[config.mk]
export PLATFORM = sky130hd
export DESIGN_NAME = prog_loader
export DESIGN_NICKNAME = d
export VERILOG_FILES = /design/src/rtl/prog_loader.sv
export SDC_FILE = /design/constraint.sdc
export NUM_CORES = 1
export LEC_CHECK = 0
export BUFFER_PORTS_ARGS = -buffer_cell sky130_fd_sc_hd__buf_4
export CORE_ASPECT_RATIO = 0.5
export CORE_UTILIZATION = 45
export CTS_CLUSTER_DIAMETER = 30
export DETAILED_ROUTE_END_ITERATION = 16
export GPL_TIMING_DRIVEN = 1
export PLACE_DENSITY = 0.66
export REMOVE_ABC_BUFFERS = 1
export SYNTH_ARGS = -nofsm -noshare
export SYNTH_HDL_FRONTEND = slang
export SYNTH_SLANG_ARGS = --single-unit
[constraint.sdc]
create_clock -name clock -period 4.2 [get_ports clock]
set_input_delay 0.84 -clock clock [delete_from_list [all_inputs] [get_ports clock]]
set_output_delay 0.84 -clock clock [all_outputs]
set_load 0.005 [all_outputs]
[src/rtl/prog_loader.sv]
// prog_loader: receives a program as a little-endian byte stream from a UART
// receiver, assembles 32-bit words and writes them into instruction memory.
// The CPU is held while a load is in progress. A load ends successfully on
// END_WORD. It ends with an error on memory overflow, or when the byte
// stream stalls inside a partially received word.
module prog_loader #(
    parameter int          ADDR_W   = 14,
    parameter int          TIMEOUT  = 100000,
    parameter logic [31:0] END_WORD = 32'hFFFF_FFFF
) (
    input  logic              clock,
    input  logic              resetn,
    input  logic              start,
    input  logic [7:0]        rx_data,
    input  logic              rx_valid,
    output logic              imem_we,
    output logic [ADDR_W-1:0] imem_addr,
    output logic [31:0]       imem_wdata,
    output logic              cpu_hold,
    output logic              load_done,
    output logic              load_err,
    output logic [ADDR_W:0]   word_count
);

    localparam int                 TMO_W    = $clog2(TIMEOUT + 1);
    localparam logic [TMO_W-1:0]   TMO_LAST = TMO_W'(TIMEOUT - 1);
    localparam logic [ADDR_W:0]    MEM_FULL = {1'b1, {ADDR_W{1'b0}}};

    typedef enum logic [1:0] {
        S_IDLE,
        S_LOAD,
        S_DONE,
        S_ERR
    } state_t;

    state_t            state_q, state_d;
    logic [1:0]        idx_q, idx_d;
    logic [23:0]       buf_q, buf_d;
    logic [TMO_W-1:0]  tmo_q, tmo_d;
    logic              we_q, we_d;
    logic [ADDR_W-1:0] addr_q, addr_d;
    logic [31:0]       wdata_q, wdata_d;
    logic [ADDR_W:0]   wcnt_q, wcnt_d;
    logic [31:0]       word;

    // The word completed by the current byte (only meaningful at index 3)
    assign word = {rx_data, buf_q};

    // State and datapath registers, cleared asynchronously
    always_ff @(posedge clock or negedge resetn) begin
        if (!resetn) begin
            state_q <= S_IDLE;
            idx_q   <= '0;
            buf_q   <= '0;
            tmo_q   <= '0;
            we_q    <= 1'b0;
            addr_q  <= '0;
            wdata_q <= '0;
            wcnt_q  <= '0;
        end else begin
            state_q <= state_d;
            idx_q   <= idx_d;
            buf_q   <= buf_d;
            tmo_q   <= tmo_d;
            we_q    <= we_d;
            addr_q  <= addr_d;
            wdata_q <= wdata_d;
            wcnt_q  <= wcnt_d;
        end
    end

    // Next-state logic: byte assembly, word commit, end/overflow/timeout
    always_comb begin
        state_d = state_q;
        idx_d   = idx_q;
        buf_d   = buf_q;
        tmo_d   = tmo_q;
        we_d    = 1'b0;
        addr_d  = addr_q;
        wdata_d = wdata_q;
        wcnt_d  = wcnt_q;

        case (state_q)
            S_IDLE, S_DONE, S_ERR: begin
                if (start) begin
                    state_d = S_LOAD;
                    wcnt_d  = '0;
                    idx_d   = '0;
                    tmo_d   = '0;
                end
            end

            S_LOAD: begin
                if (rx_valid) begin
                    tmo_d = '0;
                    idx_d = idx_q + 2'd1;
                    case (idx_q)
                        2'd0: buf_d[7:0]   = rx_data;
                        2'd1: buf_d[15:8]  = rx_data;
                        2'd2: buf_d[23:16] = rx_data;
                        default: begin
                            // End marker takes priority over the overflow
                            // check, so a full memory can still end cleanly.
                            if (word == END_WORD) begin
                                state_d = S_DONE;
                            end else if (wcnt_q == MEM_FULL) begin
                                state_d = S_ERR;
                            end else begin
                                we_d    = 1'b1;
                                addr_d  = wcnt_q[ADDR_W-1:0];
                                wdata_d = word;
                                wcnt_d  = wcnt_q + (ADDR_W+1)'(1);
                            end
                        end
                    endcase
                end else if (idx_q != 2'd0) begin
                    if (tmo_q == TMO_LAST) begin
                        state_d = S_ERR;
                    end else begin
                        tmo_d = tmo_q + TMO_W'(1);
                    end
                end
            end

            default: state_d = S_IDLE;
        endcase
    end

    assign imem_we    = we_q;
    assign imem_addr  = addr_q;
    assign imem_wdata = wdata_q;
    assign word_count = wcnt_q;
    assign cpu_hold   = (state_q == S_LOAD);
    assign load_done  = (state_q == S_DONE);
    assign load_err   = (state_q == S_ERR);

endmodule

==> flow_metrics.env <==
export IMPL_syn_area_per_cell_um2=12.3
export IMPL_yosysSeqAreaShare_pct=55.3
export IMPL_syn_inst=393
export IMPL_routedWlPerCell_um=16.6
export IMPL_syn_to_final_growth_pct=20.6
export IMPL_hold_ws_ns=0.511
export IMPL_slew_headroom_pct=44.5
export IMPL_setup_viol=0
export IMPL_cts_hold_buf=0
export IMPL_rsz0062_at_grt="false"
export IMPL_final_nets=488
export IMPL_crit_type="in -> reg"
export IMPL_via_per_inst=5.57
export IMPL_final_cell_mix="dfrtp_1 (107), buf_4 (82), mux2_2 (73)"
export IMPL_crit_family="buffers and inverters"
export IMPL_clk_pin_slew_ns=0.07
export IMPL_critPathMaxStageDelay_ns=0.55
export IMPL_row_count=26
export IMPL_final_cells=612
export IMPL_cts_made_buffers=9
export IMPL_dp_slack_ns=1.04
export IMPL_cts_tree="yes"
export IMPL_cts_resized=0
export IMPL_post_dp_hpwl_um=7130
export IMPL_r2r_end="imem_wdata[30]"
export IMPL_htree_levels=3
export IMPL_post_route_period_util_pct=66.6
export IMPL_synth_distinct_cells=47
export IMPL_cp_cell_sequence="buf_4 -> nand4_1 -> nor4_1 -> buf_4 -> a211o_2 -> buf_4 -> mux2_2"
export IMPL_fmax_mhz=357
export IMPL_dr_first_iter_drc_count=182
export IMPL_mostFrequentLayoutCell="dfrtp_1"
export IMPL_cp_arrival_ns=3.03
export IMPL_diodes=0
export IMPL_async_reset_ff_share_pct=100
export IMPL_grt_pass1_vias=3201
export IMPL_port_buffers=76
export IMPL_hp_start="imem_wdata[31]"
export IMPL_max_cap_viol_count=0
export IMPL_hold_path_class="reg -> reg"
export IMPL_core_area_um2=10300
export IMPL_drt_total_wl_um=10100
export IMPL_p_leak_nw=2.65
export IMPL_timing_final_ws_setup_ns=1.40
export IMPL_track_usage_pct=19.4
export IMPL_synthFlopType="dfrtp_1"
export IMPL_rrSetupSlack_ns=1.41
export IMPL_fillers=875
export IMPL_final_hold_viol_count=0
export IMPL_io_pins=77
export IMPL_fp_dieW_um=149
export IMPL_overflow=0
export IMPL_p_per_area_nw_per_um2=556
export IMPL_cp_slowest_cell="a211o_2"
export IMPL_postRouteAntennaNets=0
export IMPL_grt_antenna_before_repair=0
export IMPL_yosysWarnings=0
export IMPL_start_util_pct=46.8
export IMPL_path_common_cell="buf_4"
export IMPL_root_buffer="clkbuf_16"
export IMPL_cts_sinks=107
export IMPL_grt_pass1_wl_um=16500
export IMPL_postCtsSetupBuffers=0
export IMPL_gp_congestion=0.801
export IMPL_critPathLaunchType="primary input"
export IMPL_ir_drop_v=0.000312
export IMPL_setup_tns_ns=0
export IMPL_grt_max_degree=60
export IMPL_finClkSkew_ns=0.00898
export IMPL_min_to="imem_wdata[31]"
export IMPL_syn_area_um2=4840
export IMPL_crit_path_end_kind="register"
export IMPL_cts_buffer_depth=2
export IMPL_final_max_slew_viol_count=0
export IMPL_first_pass_iters=4
export IMPL_ys_ff_latch=107
export IMPL_synth_edf_count=0
export IMPL_cp_required_ns=4.43
export IMPL_cp_num_buf_inv=3
export IMPL_drive_gt1_share_pct=36.9
export IMPL_tightestPinTransition_ns=0.826
export IMPL_outcome="finished clean"
export IMPL_hold_depth=1
export IMPL_reg2reg_depth=5
export IMPL_period_needed_ns=2.80
export IMPL_dieArea_um2=11200
export IMPL_drc=0
export IMPL_r2r_start="word_count[5]"
export IMPL_cp_max_fo=28
export IMPL_die_h_um=75.3
export IMPL_placedCellCount=598
export IMPL_clock_latency_ns=0.34
export IMPL_vias=3408
==> state kept, by name (all words and copies together) (netlist names) <==
signal and flops:
buf_q 24, idx_q 2, imem_addr 14, imem_wdata 32, imem_we 1, state_q 2
tmo_q 17, word_count 15
==> cell usage after synthesis (2+ instances only) <==
library cell	number	area share (%)
or4_1	2	0.31
and4_1	5	0.90
mux2i_1	2	0.41
o211ai_1	2	0.31
nor2b_1	2	0.26
inv_1	12	0.93
nand2_1	23	1.8
a21oi_1	9	0.93
nor3b_1	2	0.31
a2111oi_0	7	1.3
o22ai_1	2	0.26
nand3_1	15	1.6
nand2b_1	3	0.39
buf_2	8	0.83
or4bb_1	2	0.47
dfrtp_1	107	55
ha_1	7	1.8
or3_1	3	0.39
or4b_1	2	0.41
clkbuf_1	7	0.54
o21ai_0	4	0.41
nor3_1	2	0.21
nor2_1	22	1.7
nand4_1	20	2.6
mux2_2	73	17
xnor2_1	16	2.9
nor4_1	14	1.8
==> where the power goes <==
group	total, mW	internal (mW)	switching (mW)
sequential	1.58	1.35	0.229
clock	0.831	0.462	0.369
combinational	0.840	0.529	0.312
total	3.25	2.34	0.909
==> layer usage <==
metal	routed length [um]	global-route usage [%]
met1	4940	26.7
met2	4640	30.7
met3	443	4.61
met4	126	6.41
met5	0	0
==> worst max path at each step <==
stage,from,end,cells after the start
floorplan,rx_data[6],word_count[3],6
global placement,rx_data[6],imem_wdata[30],7
detailed placement,rx_data[6],imem_wdata[28],7
CTS,rx_data[6],imem_wdata[9],7
global route,rx_data[6],imem_wdata[3],7
finish,rx_data[6],imem_wdata[30],7
==> area by class of cell <==
type | instances | area (um^2) | area share, %
clock inverter | 5 | 63.8 | 1.09
timing repair buffer | 82 | 616 | 10.5
inverter | 12 | 45.0 | 0.772
tap | 140 | 175 | 3.00
sequential | 107 | 2680 | 45.9
clock buffer | 9 | 225 | 3.86
multi-input combinational | 257 | 2030 | 34.8
==> worst reg2reg max path: cells and delay by family (launching register included) <==
kind	cells	cell delay (ns)
compound gates	1	0.54
simple gates	2	0.79
buf+inv	1	0.45
flops	1	0.51
mux	1	0.39
==> kinds of logic (layout without fill, tap and decap cells) <==
logic type	count (synthesis)	in the layout	share of synthesized area, %
compound gates	36	36	5.56
xor+xnor	17	17	3.08
fa+ha+maj	7	7	1.81
buf+inv	29	108	2.69
flops	107	107	55.3
mux	75	75	17.4
simple gates	122	122	14.1
==> metrics by stage <==
| stage | power, mW | instance area, um^2 | util (%) |
|---|---|---|---|
| 5_1_grt | 3.44 | 5840 | 56.4 |
| 4_1_cts | 3.29 | 5840 | 56.4 |
| 6_report | 3.25 | 5840 | 56.4 |
| 3_5_place_dp | 2.45 | 5550 | 53.6 |
| 2_1_floorplan | 1.99 | 4750 | - |
| 3_3_place_gp | 2.43 | 5550 | 53.6 |
(Power assumes the default switching activity.)
